<file path="src/rtl/pe_result_collector.sv">
// ============================================================================
// Module      : pe_result_collector
// Description : Packs PACK consecutive PE results into one word, queues the
//               words in a show-ahead FIFO and streams them out on valid/ready.
//               Drives stall back to the PE keep input so that results already
//               in flight cannot overflow the FIFO.
//               Optional statistics counters: define PE_COLLECT_STATS_EN.
// Revision    : 1.0 - initial release
// ============================================================================
`default_nettype none

module pe_result_collector #(
  parameter int para_int_bits  = 7,
  parameter int para_frac_bits = 9,
  parameter int PACK           = 4,
  parameter int DEPTH          = 8,
  parameter int AF_MARGIN      = 3
) (
  input  logic                                          clk,
  input  logic                                          rst_n,
  input  logic [para_int_bits+para_frac_bits-1:0]       res_data_i,
  input  logic                                          res_valid_i,
  input  logic                                          flush_i,
  output logic                                          stall_o,
  output logic [PACK*(para_int_bits+para_frac_bits)-1:0] m_data_o,
  output logic [PACK-1:0]                               m_mask_o,
  output logic                                          m_valid_o,
  input  logic                                          m_ready_i,
  output logic                                          overflow_o
`ifdef PE_COLLECT_STATS_EN
  ,
  output logic [15:0]                                   word_cnt_o,
  output logic [7:0]                                    drop_cnt_o
`endif
);

  localparam int DATA_W = para_int_bits + para_frac_bits;
  localparam int WORD_W = PACK * DATA_W;
  localparam int LW     = $clog2(PACK);
  localparam int PW     = $clog2(DEPTH);

  localparam logic [LW-1:0] c_LAST_LANE = LW'(PACK - 1);
  localparam logic [PW:0]   c_FULL      = (PW+1)'(DEPTH);
  localparam logic [PW:0]   c_STALL_TH  = (PW+1)'(DEPTH - AF_MARGIN);

  // --------------------------------------------------------------------------
  // Pack stage
  // --------------------------------------------------------------------------
  logic [LW-1:0]     lane_cnt_q, lane_cnt_d;
  logic [WORD_W-1:0] buf_q, buf_d;

  logic [WORD_W-1:0] buf_wr;
  logic [LW:0]       lane_fill;
  logic              word_done;
  logic              push;
  logic [PACK-1:0]   push_mask;
  logic [WORD_W-1:0] push_data;

  always_comb begin
    buf_wr = buf_q;
    if (res_valid_i) begin
      buf_wr[int'(lane_cnt_q)*DATA_W +: DATA_W] = res_data_i;
    end

    // lane_fill counts lanes occupied once this cycle's result is included
    lane_fill = {1'b0, lane_cnt_q} + (LW+1)'(res_valid_i);
    word_done = res_valid_i && (lane_cnt_q == c_LAST_LANE);
    push      = word_done || (flush_i && (lane_fill != '0));

    push_mask = '0;
    push_data = '0;
    for (int i = 0; i < PACK; i++) begin
      push_mask[i] = ((LW+1)'(i) < lane_fill);
      if (push_mask[i]) begin
        push_data[i*DATA_W +: DATA_W] = buf_wr[i*DATA_W +: DATA_W];
      end
    end

    if (push) begin
      buf_d      = '0;
      lane_cnt_d = '0;
    end else begin
      buf_d      = buf_wr;
      lane_cnt_d = lane_fill[LW-1:0];
    end
  end

  always_ff @(posedge clk or negedge rst_n) begin
    if (!rst_n) begin
      lane_cnt_q <= '0;
      buf_q      <= '0;
    end else begin
      lane_cnt_q <= lane_cnt_d;
      buf_q      <= buf_d;
    end
  end

  // --------------------------------------------------------------------------
  // Word FIFO
  // --------------------------------------------------------------------------
  logic [WORD_W-1:0] data_mem_q [DEPTH];
  logic [PACK-1:0]   mask_mem_q [DEPTH];

  logic [PW-1:0] wr_ptr_q, wr_ptr_d;
  logic [PW-1:0] rd_ptr_q, rd_ptr_d;
  logic [PW:0]   count_q,  count_d;
  logic          stall_q,  stall_d;
  logic          overflow_q, overflow_d;

  logic pop;
  logic accept;
  logic drop;

  always_comb begin
    pop    = (count_q != '0) && m_ready_i;
    // A full FIFO still takes a word when the head leaves in the same cycle
    accept = push && ((count_q != c_FULL) || pop);
    drop   = push && !accept;

    wr_ptr_d   = accept ? wr_ptr_q + 1'b1 : wr_ptr_q;
    rd_ptr_d   = pop    ? rd_ptr_q + 1'b1 : rd_ptr_q;
    count_d    = count_q + (PW+1)'(accept) - (PW+1)'(pop);
    stall_d    = (count_d >= c_STALL_TH);
    overflow_d = overflow_q || drop;
  end

  always_ff @(posedge clk or negedge rst_n) begin
    if (!rst_n) begin
      wr_ptr_q   <= '0;
      rd_ptr_q   <= '0;
      count_q    <= '0;
      stall_q    <= 1'b0;
      overflow_q <= 1'b0;
    end else begin
      wr_ptr_q   <= wr_ptr_d;
      rd_ptr_q   <= rd_ptr_d;
      count_q    <= count_d;
      stall_q    <= stall_d;
      overflow_q <= overflow_d;
    end
  end

  // Storage has no reset; outputs are gated by m_valid so stale entries never show
  always_ff @(posedge clk) begin
    if (accept) begin
      data_mem_q[wr_ptr_q] <= push_data;
      mask_mem_q[wr_ptr_q] <= push_mask;
    end
  end

  assign m_valid_o  = (count_q != '0);
  assign m_data_o   = m_valid_o ? data_mem_q[rd_ptr_q] : '0;
  assign m_mask_o   = m_valid_o ? mask_mem_q[rd_ptr_q] : '0;
  assign stall_o    = stall_q;
  assign overflow_o = overflow_q;

`ifdef PE_COLLECT_STATS_EN
  // --------------------------------------------------------------------------
  // Statistics: popped words wrap, dropped words saturate
  // --------------------------------------------------------------------------
  logic [15:0] word_cnt_q, word_cnt_d;
  logic [7:0]  drop_cnt_q, drop_cnt_d;

  always_comb begin
    word_cnt_d = pop ? word_cnt_q + 16'd1 : word_cnt_q;
    drop_cnt_d = (drop && (drop_cnt_q != 8'hFF)) ? drop_cnt_q + 8'd1 : drop_cnt_q;
  end

  always_ff @(posedge clk or negedge rst_n) begin
    if (!rst_n) begin
      word_cnt_q <= '0;
      drop_cnt_q <= '0;
    end else begin
      word_cnt_q <= word_cnt_d;
      drop_cnt_q <= drop_cnt_d;
    end
  end

  assign word_cnt_o = word_cnt_q;
  assign drop_cnt_o = drop_cnt_q;
`endif

endmodule

`default_nettype wire

</file>
<file path="config.mk">
export PLATFORM = sky130hd
export DESIGN_NAME = pe_result_collector
export DESIGN_NICKNAME = d
export VERILOG_FILES = /design/src/rtl/pe_result_collector.sv
export SDC_FILE = /design/constraint.sdc
export NUM_CORES = 1
export LEC_CHECK = 0
export CORE_UTILIZATION = 50
export DETAILED_ROUTE_END_ITERATION = 8
export MAX_ROUTING_LAYER = met4
export PLACE_DENSITY = 0.71
export SETUP_SLACK_MARGIN = 0.2
export SYNTH_ARGS = -nofsm -noshare
export SYNTH_HDL_FRONTEND = slang
export SYNTH_SLANG_ARGS = --single-unit
</file>
<file path="constraint.sdc">
create_clock -name clk -period 9.3 [get_ports clk]
set_input_delay 1.395 -clock clk [delete_from_list [all_inputs] [get_ports clk]]
set_output_delay 1.395 -clock clk [all_outputs]
set_load 0.02 [all_outputs]
</file>
* Yosys cells after proc, flatten, opt, wreduce, memory -nomap -nowiden
Memories as Yosys holds them, arrays and structs flattened. Cells that the tools add are included.
Storage, ports and cells: register bits 78, memory bits (writable) 544, bits of input ports 21, output and inout port bits 71, word-level logic and storage cells 47, memories 2
Cells by class: $add $sub $neg 6, magnitude comparators 5, equality and inequality tests 2, shift operators 2, muxes and demuxes 12, reductions and logical operators 11
Memories:
- data_mem_q | depth 8, width 64, read ports 1, clocked after memory_dff 0, wr ports 1, RTL line 101 | logic [WORD_W-1:0] data_mem_q [DEPTH];
- mask_mem_q | depth 8, width 4, read ports 1, clocked after memory_dff 0, wr ports 1, RTL line 102 | logic [PACK-1:0] mask_mem_q [DEPTH];
Operators with widths (number):
- $mux 64 | 3
- $bwmux 64 | 1
- $mux 16 | 4
- $shift 16x33->64 const A | 1
- $shiftx 16x33->64 | 1
- $neg 6->33 | 1
- $add 3x1->3 const B | 2
- $lt 1x3->1 const A | 2
- $lt 2x3->1 const A | 2
- $logic_and 1x1->1 | 5
- $add 4x1->4 | 1
- $ge 4x3->1 const B | 1
- $mux 4 | 1
- $ne 4x4->1 const B | 1
- $reduce_bool 4->1 | 1
- $sub 4x1->4 | 1
- $add 2x1->3 | 1
- $logic_or 1x1->1 | 3
- $reduce_bool 3->1 | 1
- $eq 2x2->1 const B | 1
- $mux 1 | 2
- $mux 2 | 1
- $logic_not 1->1 | 1

* Longest topological paths before layout
word-level depth 8, gate-level depth with buffers 14

* Worst setup path before layout
No wires, ideal clock.
path type in2reg, start input res_valid_i, end memory data_mem_q[5][0] in the netlist's numbering, enable pin, library setup time 686 ps, arrival time 9449 ps, data required time 8614 ps, path slack -835 ps, stages on the path 6, path buffers 1, cells stage by stage ha_1 > ha_1 > o31ai_1 > a32o_1 > buf_2 > nor4b_1
On the way: word-level cells in the longest chain between the ends 7, elaborated cells on any way between the ends 8, classes of those cells 1 x add/sub; 2 x mux; 5 x reduce/logical
Ends and longest elaborated chain:
- from (decl) | RTL line 22 | input logic res_valid_i,
- $add 2x1->3 | RTL line 66 | lane_fill = {1'b0, lane_cnt_q} + (LW+1)'(res_valid_i);
- named net lane_fill[2] | RTL line 53 | logic [LW:0] lane_fill;
- $reduce_bool 3->1 | RTL line 68 | push = word_done || (flush_i && (lane_fill != '0));
- $logic_and 1x1->1 | RTL line 68
- $logic_or 1x1->1 | RTL line 68
- $logic_and 1x1->1 | RTL line 117 | accept = push && ((count_q != c_FULL) || pop);
- $mux 1 | RTL line 145 | if (accept) begin
- $mux 1 (not written as such) | RTL line 146 | data_mem_q[wr_ptr_q] <= push_data;
- to (decl) | RTL line 101
The timed path passes the listed nets, and every way through them passes these cells.

* Final worst setup path
start register rd_ptr_q[0], end output m_mask_o[1]
On the way: word-level cells in the longest chain between the ends 2
Ends and longest elaborated chain:
- from (decl) | RTL line 105 | logic [PW-1:0] rd_ptr_q, rd_ptr_d;
- from (signal assigned) | RTL line 136 | rd_ptr_q <= rd_ptr_d;
- $mem_v2 8x4
- $mux 4 | RTL line 153 | assign m_mask_o = m_valid_o ? mask_mem_q[rd_ptr_q] : '0;
- to (decl) | RTL line 26 | output logic [PACK-1:0] m_mask_o,
Every way passes these cells.

==> impl_metrics.tcl <==
set metrics [dict create \
    leakage_nw 9.19 \
    synth.area.top_cells "edfxtp_1 (68%), mux4_2 (13%), dfrtp_1 (8.1%)" \
    rsz0062_at_grt "no" \
    outcome "completed" \
    yosys-top-cells-count "edfxtp_1 (544), mux4_2 (136), nor2_1 (115)" \
    switching_share_pct 32.8 \
    grt_usage_pct 21.4 \
    root_buffer "clkbuf_16" \
    crit_path_start_kind "flip-flop" \
    synth.distinct_cells 39 \
    synth_flop_cell "edfxtp_1" \
    drive_gt1_share_pct 18.7 \
    p_sw_mw 2.93 \
    ir_worst_vdd_v 0.000284 \
    grt_pass1_wl_um 76100 \
    antenna_found_initial 2 \
    viasPerCell 6.18 \
    clock.fmax_ghz 0.185 \
    worstReg2RegStart "lane_cnt_q[0]" \
    start_util_pct 51.2 \
    arrival_ps 4010 \
    skew_ps 15.7 \
    synth_top_area_cell "edfxtp_1" \
    cpPeakStageDelay_ps 1010 \
    path_clk_slew_ps 60 \
    cts_buffers 56 \
    rows 79 \
    layout_min_cycle_time_ps 5400 \
    ant_nets 0 \
    path_class "flip-flop to output pin" \
    internal_power_mw 6.00 \
    htreeDepth 2 \
    overflow 0 \
    cts.sinks 622 \
    setup_viol 0 \
    hp-start "buf_q[46]" \
    tightest_slew_ps 1220 \
    startpoint "rd_ptr_q[0]" \
    yosysWarnings 0 \
    hpwl_um 27100 \
    synth_area_sq_um 24000 \
    path_cells "buf_4 -> mux4_2 -> a22o_1 -> clkdlybuf4s50_1" \
    syn_nets 1220 \
    seq_power_share_pct 41.0 \
    slowest_stage "dfrtp_4" \
    pwr-share-clk_pct 23.1 \
    cts_tree "done" \
    slew-limit-headroom_pct 18.5 \
    seq_area_frac_synth_pct 76.1 \
    worst_slack_ps 3900 \
    crit_required_ps 7910 \
    clock_path_buffers 3 \
    firstDrtPassIters 5 \
    synth.most_common_cell "edfxtp_1" \
    grt_pass1_vias 12500 \
    hp-class "flip-flop to flip-flop" \
    drt_iter0_markers 1251 \
    dieHeight_um 221 \
    portBuffers 91 \
    maxCapViolCount 0 \
    core_area_sq_um 47000 \
    hold_viol_final 0 \
    grt_max_degree 79 \
    routabilityCongestion 0.780 \
    synth_top_area_share_pct 68.0 \
    power.share.combinational_pct 35.9 \
    pin_count 92 \
    drc 0 \
    postSynth.asyncResetShare_pct 12.5 \
    fill_cells 3385 \
    post-place-ws_ps 3660 \
    die_area_sq_um 48900 \
    synth_cells 1182 \
    drv_slew 0 \
    powerDensity_nw_per_um2 328 \
    clk-insertion-delay-late_ps 590 \
    fin_crit_sh_pct 58.1 \
    synth_seq_cells 622 \
    p_total_mw 8.93 \
    post_cts_buffers 0 \
    synth_edf_count 544 \
    cts_hold_buf 0 \
    synth.avg_cell_area_sq_um 20.3 \
    ctsResizeCount 0 \
    r2r_slack_ps 5170 \
    critPathCaptureType "output pin" \
    area_delta_synth_final_pct 13.3 \
    dr_total_vias 11900 \
    wl_um 50100 \
    cp_max_fo 50 \
    wl_per_cell_um 26.0 \
    fp.dieW_um 221 \
    fin_nets 1314 \
]
through the flow:
| step | utilization [%] | instance area, sq um | instances | hold WS, ps | TNS, ps |
|---|---|---|---|---|---|
| finish | 58.0 | 27200 | 1930 | 514 | 0 |
| global route | 58.0 | 27200 | 1930 | 529 | 0 |
| CTS | 58.0 | 27200 | 1928 | 515 | 0 |
| detailed placement | 54.5 | 25600 | 1825 | 497 | 0 |
| global placement | 54.5 | 25600 | 1825 | 490 | 0 |
| floorplan | - | 24000 | 1182 | 467 | -36650 |
power groups by stage:
stage / Combinational (mW) / Clock [mW] / Sequential (mW)
global placement: 3.22 / 0 / 3.70
detailed placement: 3.24 / 0 / 3.72
CTS: 3.25 / 2.10 / 3.67
floorplan: 2.17 / 0 / 3.64
finish: 3.21 / 2.06 / 3.66
global route: 3.42 / 2.21 / 3.70
critical path: cells and delay by family, from the launching register on:
family                 cells  cell delay (ps)
muxes                      1              600
DFF                        1             1010
buffers and inverters      2             1480
AOI/OAI and AO/OA          1              300
flip-flops by register name, summed over array words and instances (netlist names):
signal / flops
lane_cnt_q: 2
count_q: 4
stall_o: 1
rd_ptr_q: 3
data_mem_q: 512
wr_ptr_q: 3
mask_mem_q: 32
buf_q: 64
overflow_o: 1
layout by cell type (no fill, tap or decap), drive strengths merged, types with 4 or more instances in the layout:
master         netlist  routed
nor2b               16      16
inv                 18      18
buf                 45      24
xnor2                4       4
nand2b               5       5
clkbuf              33      74
nand2                7       7
ha                  16      16
clkinv               0      26
a32oi               64      64
nor2               115     115
mux4               136     136
clkdlybuf4s50        0      90
nor3                 4       4
dfrtp               78      78
a22o                68      68
edfxtp             544     544
layout make-up:
type                       count  area [sq um]  area share, %
antenna                        2          5.00         0.0184
clock buffer                  74          1490           5.47
clock inverter                29           130          0.478
inverter                      18          67.6          0.248
multi-input combinational    464          5390           19.8
sequential                   622         18300           67.2
tap                          607           759           2.79
timing repair buffer         114          1080           3.97
layer usage:
layer | GRT usage, % | routed length, um | vias up
met5 | - | 0 | -
met4 | 4.99 | 936 | 0
met3 | 3.29 | 3130 | 67
met2 | 33.5 | 24400 | 400
met1 | 30.0 | 21600 | 6411
li1 | - | - | 5054
kinds of logic (layout without fill, tap and decap cells):
logic type,Yosys count,count (layout),synth area share [%]
other cells,0,2,0
fa+ha+maj,17,17,0.917
flops,622,622,76.1
buf+inv,96,235,1.78
compound gates,142,142,5.11
xor+xnor,5,5,0.182
simple gates,161,161,3.01
mux,139,139,12.9
path summary, 6_finish.rpt:
kind | to | cells past startpoint
setup / recovery | m_mask_o[1] | 4
hold / removal | buf_q[46] | 2
setup reg to reg | stall_o | 12
hold reg to reg | buf_q[46] | 2
max in group asynchronous | rd_ptr_q[0] | 1
min in group asynchronous | stall_o | 1
Note: power is estimated with default switching activity, not from simulation.
